### config.mk
export PLATFORM = sky130hd
export DESIGN_NAME = vend_credit_collector
export DESIGN_NICKNAME = d
export VERILOG_FILES = /design/src/rtl/vend_pkg.sv /design/src/rtl/coin_value_decode.sv /design/src/rtl/vend_credit_collector.sv
export SDC_FILE = /design/constraint.sdc
export NUM_CORES = 1
export LEC_CHECK = 0
export ABC_CLOCK_PERIOD_IN_PS = 3000
export CORE_MARGIN = 3
export CORE_UTILIZATION = 25
export CTS_BUF_LIST = sky130_fd_sc_hd__clkbuf_4
export CTS_CLUSTER_DIAMETER = 30
export DETAILED_ROUTE_END_ITERATION = 8
export SLEW_MARGIN = 30
export SYNTH_ARGS = -nofsm -noshare
export SYNTH_HDL_FRONTEND = slang
export SYNTH_HIERARCHICAL = 1
export SYNTH_SLANG_ARGS = --single-unit
### constraint.sdc
create_clock -name clk -period 3 [get_ports clk]
set_clock_uncertainty 0.05 [all_clocks]
set_input_delay 0.6 -clock clk [delete_from_list [all_inputs] [get_ports clk]]
set_output_delay 0.6 -clock clk [all_outputs]
set_load 0.05 [all_outputs]
### src/rtl/vend_pkg.sv
// Shared constants for the vending front end: coin codes and values, price table, state encoding.
package vend_pkg;

  localparam logic [1:0] COIN_1C  = 2'b00;
  localparam logic [1:0] COIN_5C  = 2'b01;
  localparam logic [1:0] COIN_10C = 2'b10;
  localparam logic [1:0] COIN_25C = 2'b11;

  localparam logic [6:0] CENTS_1  = 7'd1;
  localparam logic [6:0] CENTS_5  = 7'd5;
  localparam logic [6:0] CENTS_10 = 7'd10;
  localparam logic [6:0] CENTS_25 = 7'd25;

  localparam logic [6:0] PRICE_ITEM0 = 7'd64;
  localparam logic [6:0] PRICE_ITEM1 = 7'd54;
  localparam logic [6:0] PRICE_ITEM2 = 7'd27;
  localparam logic [6:0] PRICE_ITEM3 = 7'd63;

  localparam logic [1:0] ST_IDLE      = 2'd0;
  localparam logic [1:0] ST_COLLECT   = 2'd1;
  localparam logic [1:0] ST_LAUNCH    = 2'd2;
  localparam logic [1:0] ST_WAIT_DONE = 2'd3;

  typedef enum logic [1:0] {
    IDLE      = ST_IDLE,
    COLLECT   = ST_COLLECT,
    LAUNCH    = ST_LAUNCH,
    WAIT_DONE = ST_WAIT_DONE
  } state_t;

  function automatic logic [6:0] price_of(input logic [1:0] item);
    case (item)
      2'd0:    return PRICE_ITEM0;
      2'd1:    return PRICE_ITEM1;
      2'd2:    return PRICE_ITEM2;
      default: return PRICE_ITEM3;
    endcase
  endfunction

endpackage

### src/rtl/coin_value_decode.sv
// Combinational map from the 2-bit coin code to its value in cents.
module coin_value_decode
  import vend_pkg::*;
(
  input  logic [1:0] coin_type,
  output logic [6:0] cents
);

  always_comb begin
    case (coin_type)
      COIN_1C:  cents = CENTS_1;
      COIN_5C:  cents = CENTS_5;
      COIN_10C: cents = CENTS_10;
      default:  cents = CENTS_25;
    endcase
  end

endmodule

### src/rtl/vend_credit_collector.sv
// Coin collection, selection check and transaction hand-off to the change FSM.
// All outputs are flops; money/price stay frozen from LAUNCH until done is seen after a low.
module vend_credit_collector
  import vend_pkg::*;
#(
  parameter int MAX_CREDIT = 100
) (
  input  logic       clk,
  input  logic       reset,
  input  logic       coin_valid,
  input  logic [1:0] coin_type,
  input  logic       sel_valid,
  input  logic [1:0] sel_item,
  input  logic       cancel,
  input  logic       done,
  output logic [6:0] money,
  output logic [6:0] price,
  output logic       start,
  output logic [6:0] credit,
  output logic       busy,
  output logic       reject,
  output logic       insufficient
);

  localparam logic [7:0] MAX8 = 8'(MAX_CREDIT);

  state_t     state_q, state_d;
  logic [6:0] credit_q, credit_d;
  logic [6:0] money_q, money_d;
  logic [6:0] price_q, price_d;
  logic       start_q, start_d;
  logic       busy_q, busy_d;
  logic       reject_q, reject_d;
  logic       insuff_q, insuff_d;
  logic       armed_q, armed_d;

  logic [6:0] coin_cents;
  logic [6:0] item_price;
  logic [7:0] coin_sum;

  coin_value_decode u_coin_dec (
    .coin_type (coin_type),
    .cents     (coin_cents)
  );

  assign item_price = price_of(sel_item);
  // Widened add so an over-limit coin is caught instead of wrapping.
  assign coin_sum   = {1'b0, credit_q} + {1'b0, coin_cents};

  always_comb begin
    state_d  = state_q;
    credit_d = credit_q;
    money_d  = money_q;
    price_d  = price_q;
    armed_d  = armed_q;
    reject_d = 1'b0;
    insuff_d = 1'b0;
    case (state_q)
      IDLE, COLLECT: begin
        if (cancel && (credit_q != 7'd0)) begin
          money_d  = credit_q;
          price_d  = 7'd0;
          state_d  = LAUNCH;
          reject_d = coin_valid;
        end else if (sel_valid && (credit_q >= item_price)) begin
          money_d  = credit_q;
          price_d  = item_price;
          state_d  = LAUNCH;
          reject_d = coin_valid;
        end else begin
          insuff_d = sel_valid;
          if (coin_valid) begin
            if (coin_sum <= MAX8) begin
              credit_d = coin_sum[6:0];
              state_d  = COLLECT;
            end else begin
              reject_d = 1'b1;
            end
          end
        end
      end
      LAUNCH: begin
        armed_d  = 1'b0;
        reject_d = coin_valid;
        state_d  = WAIT_DONE;
      end
      WAIT_DONE: begin
        reject_d = coin_valid;
        // A done level left over from the last transaction must drop before it counts.
        if (armed_q && done) begin
          credit_d = 7'd0;
          money_d  = 7'd0;
          price_d  = 7'd0;
          armed_d  = 1'b0;
          state_d  = IDLE;
        end else if (!done) begin
          armed_d = 1'b1;
        end
      end
      default: state_d = IDLE;
    endcase
    start_d = (state_d == LAUNCH);
    busy_d  = (state_d == LAUNCH) || (state_d == WAIT_DONE);
  end

  always_ff @(posedge clk) begin
    if (reset) begin
      state_q  <= IDLE;
      credit_q <= 7'd0;
      money_q  <= 7'd0;
      price_q  <= 7'd0;
      start_q  <= 1'b0;
      busy_q   <= 1'b0;
      reject_q <= 1'b0;
      insuff_q <= 1'b0;
      armed_q  <= 1'b0;
    end else begin
      state_q  <= state_d;
      credit_q <= credit_d;
      money_q  <= money_d;
      price_q  <= price_d;
      start_q  <= start_d;
      busy_q   <= busy_d;
      reject_q <= reject_d;
      insuff_q <= insuff_d;
      armed_q  <= armed_d;
    end
  end

  assign money        = money_q;
  assign price        = price_q;
  assign start        = start_q;
  assign credit       = credit_q;
  assign busy         = busy_q;
  assign reject       = reject_q;
  assign insufficient = insuff_q;

endmodule

==> reports/metrics.csv <==
metric,value,unit
clock net sink count,24,
Area Overhead vs Synth,37.77,%
Post-synth top flop,dfxtp_1,
endpoint class of the critical path,flop,
row count,28,
most instantiated cells after synthesis,"dfxtp_1, a21oi_1, nand2_1, o21ai_0, ha_1",
Core Area,0.006026,sq mm
critical path data arrival time,3.11,ns
first-pass GRT wire length,6996,um
largest net degree at the start of global routing,15,
Mapped Area,0.001580,sq mm
gp weighted congestion,0.7778,
Mean Syn Cell Area,8.451,sq um
min cycle time layout,2.905,ns
Final Core Density,36.13,%
CP max-delay cell,clkdlybuf4s50_1,
DR vias/cell,4.805,
final setup margin,0.09545,ns
#FFs+latches synth,24,
Async SR Flop Fraction,0,%
final hold violation count,0,
cell with the most instances after synthesis,dfxtp_1,
clock buffer depth,2,
initial antenna violation count,0,
chip height,85.51,um
Final nets,259,
RSZ-0062 raised after global routing,no,
DRC viols,0,
Initial Util,26.23,%
Ys Warns,6,
highest clock rate,0.3443,GHz
Post-synth EDFFs,0,
synthesized netlist cell count,187,
crit start category,primary input,
Root Buffer,clkbuf_4,
status,"finished, final reports clean",
"Clk pin slew, worst setup/hold paths",0.14,ns
"CP delay by family, top",compound AO/OA/AOI/OAI gates,
DP HPWL,3266,um
wire per inst,13.81,um
GR Overflow Total,0,
DR iter-0 viols,62,
Worst Tran Pin Value,0.7114,ns
maximum fanout along the worst path,5,
IO Pins,35,
via count,1480,
Clock Latency Late Sink,0.32,ns
"slowest stage delay, CP",0.49,ns
critical path class,in2reg,
Worst EP required,3.21,ns
Min-Delay Path Class,reg2reg,
top cell type's share of synthesized area,30.40,%
Pre-Repair DR Iteration Count,4,
TritonCTS clock tree,built,
setup violators final,0,
Fillers,651,
crit-path cells,"clkdlybuf4s50_1, nand2b_1, ha_2, inv_1, fa_2, nand2b_4, a2111o_1, o211ai_1, o311ai_4, nand4_4, mux2i_1",
Die ar.,0.007311,sq mm
Place WS,-0.3578,ns
static leakage,0.9111,nW
buffer and inverter count on the worst path,2,
Final period util,96.82,%
hold_buf cts,0,
relative slew slack,51.95,%
"Seq/Total Area, Yosys",30.40,%
WHS,0.4332,ns
maxcap violations,0,
Detail Route Antenna Nets,0,
Total GRT Usage,11.72,%
maximum vdd drop,0.4313,mV
Cell Pwr Density,1097,mW/mm^2
layout cells sized above 1,15.02,%
largest cells by area after synthesis,"dfxtp_1, ha_1, a21oi_1",
fin. max-slew vios,0,
CTS Buf Count,3,
diode count,0,
IO Port Bufs,34,
total power,2.388,mW
die width,85.51,um
top cell type by total area after synthesis,dfxtp_1,
vias in the first global route,1464,
H-tree depth,1,
drt total wl,4254,um
count of cell types in the netlist,44,
[power breakdown]
part | leakage, nW | switching, mW | total, mW | internal, mW
clock network | 0.0279 | 0.105 | 0.240 | 0.135
registers | 0.196 | 0.112 | 0.527 | 0.416
logic | 0.688 | 0.989 | 1.62 | 0.631
total | 0.911 | 1.21 | 2.39 | 1.18
[cells in the final DEF (no fill, tap or decap), types with 2 or more instances in the layout]
master and count:
a31oi_1 2, clkdlybuf4s50_1 34, nand4_1 5, nor2_1 9, and2_1 2, a211o_1 2, nor3_1 2, nand3_1 8
nor2b_1 2, inv_1 12, buf_4 18, a21o_1 4, nand4_4 2, conb_1 2, mux2i_1 7, o21ai_0 15
nand2b_1 5, clkbuf_4 3, ha_1 13, nand2_1 15, nor3b_1 3, a21oi_1 18, xor2_1 2, dfxtp_1 24
[flip-flops by register name, indices dropped and copies added (netlist names)]
name and cells:
state_q 2, money 7, price 4, reject 1
credit 7, armed_q 1, insufficient 1, start 1
[repair_timing]
item | CTS | global route
pin swaps | 1 | 2
buffers inserted | 0 | 1
cloned | 0 | 1
resized for setup | 0 | 5
endpoints found under the setup margin | 2 | 9
[through the flow]
stage | setup TNS [ns] | cells | cell area (sq um)
global route | 0 | 308 | 2177
CTS | 0 | 306 | 2132
floorplan | 0 | 188 | 1584
global placement | -2.109 | 302 | 2079
finish | 0 | 308 | 2177
detailed placement | -3.008 | 302 | 2079
[final cells by class]
cell class,instances,area (sq um),share of cell area (%)
clock buffer,3,22.52,1.034
inverter,12,45.04,2.069
tap,75,93.84,4.310
clock inverter,1,30.03,1.379
multi-input combinational,141,1030,47.30
timing repair buffer,52,475.5,21.84
sequential,24,480.5,22.07
[tightest hold or removal path, stage by stage, from the launching register on]
cell and delay [ns]:
dfxtp_1 0.33, o21ai_0 0.06, a21oi_1 0.06
[layer usage]
metal  vias up  track usage (%)  part of all wire [%]
li1        758                -                     -
met1       694            16.84                    52
met2        28            18.36                    44
met3         0            2.882                   3.5
met4         0            1.295                     0
met5         -                0                     0
[logic make-up (layout without fill, tap and decap cells)]
logic type	count (synthesis)	count (layout)	share of synthesized area, %
buffers and inverters	24	68	7.047
and+or+nand+nor	59	60	20.59
AOI/OAI and AO/OA	54	54	23.28
DFF	24	24	30.40
other	1	2	0.2373
muxes	7	7	4.434
xor gates and xnor gates	3	3	1.663
adders and majority gates	15	15	12.35
[final timing paths]
kind | startpoint | to | slack, ns | cells past startpoint
worst max-delay path | coin_type[0] | credit[0] | 0.1 | 11
worst min-delay path | money[3] | money[3] | 0.43 | 2
worst max register to register | credit[1] | credit[0] | 0.55 | 8
worst min register to register | money[3] | money[3] | 0.43 | 2
Power figures use the tool's default switching activity.
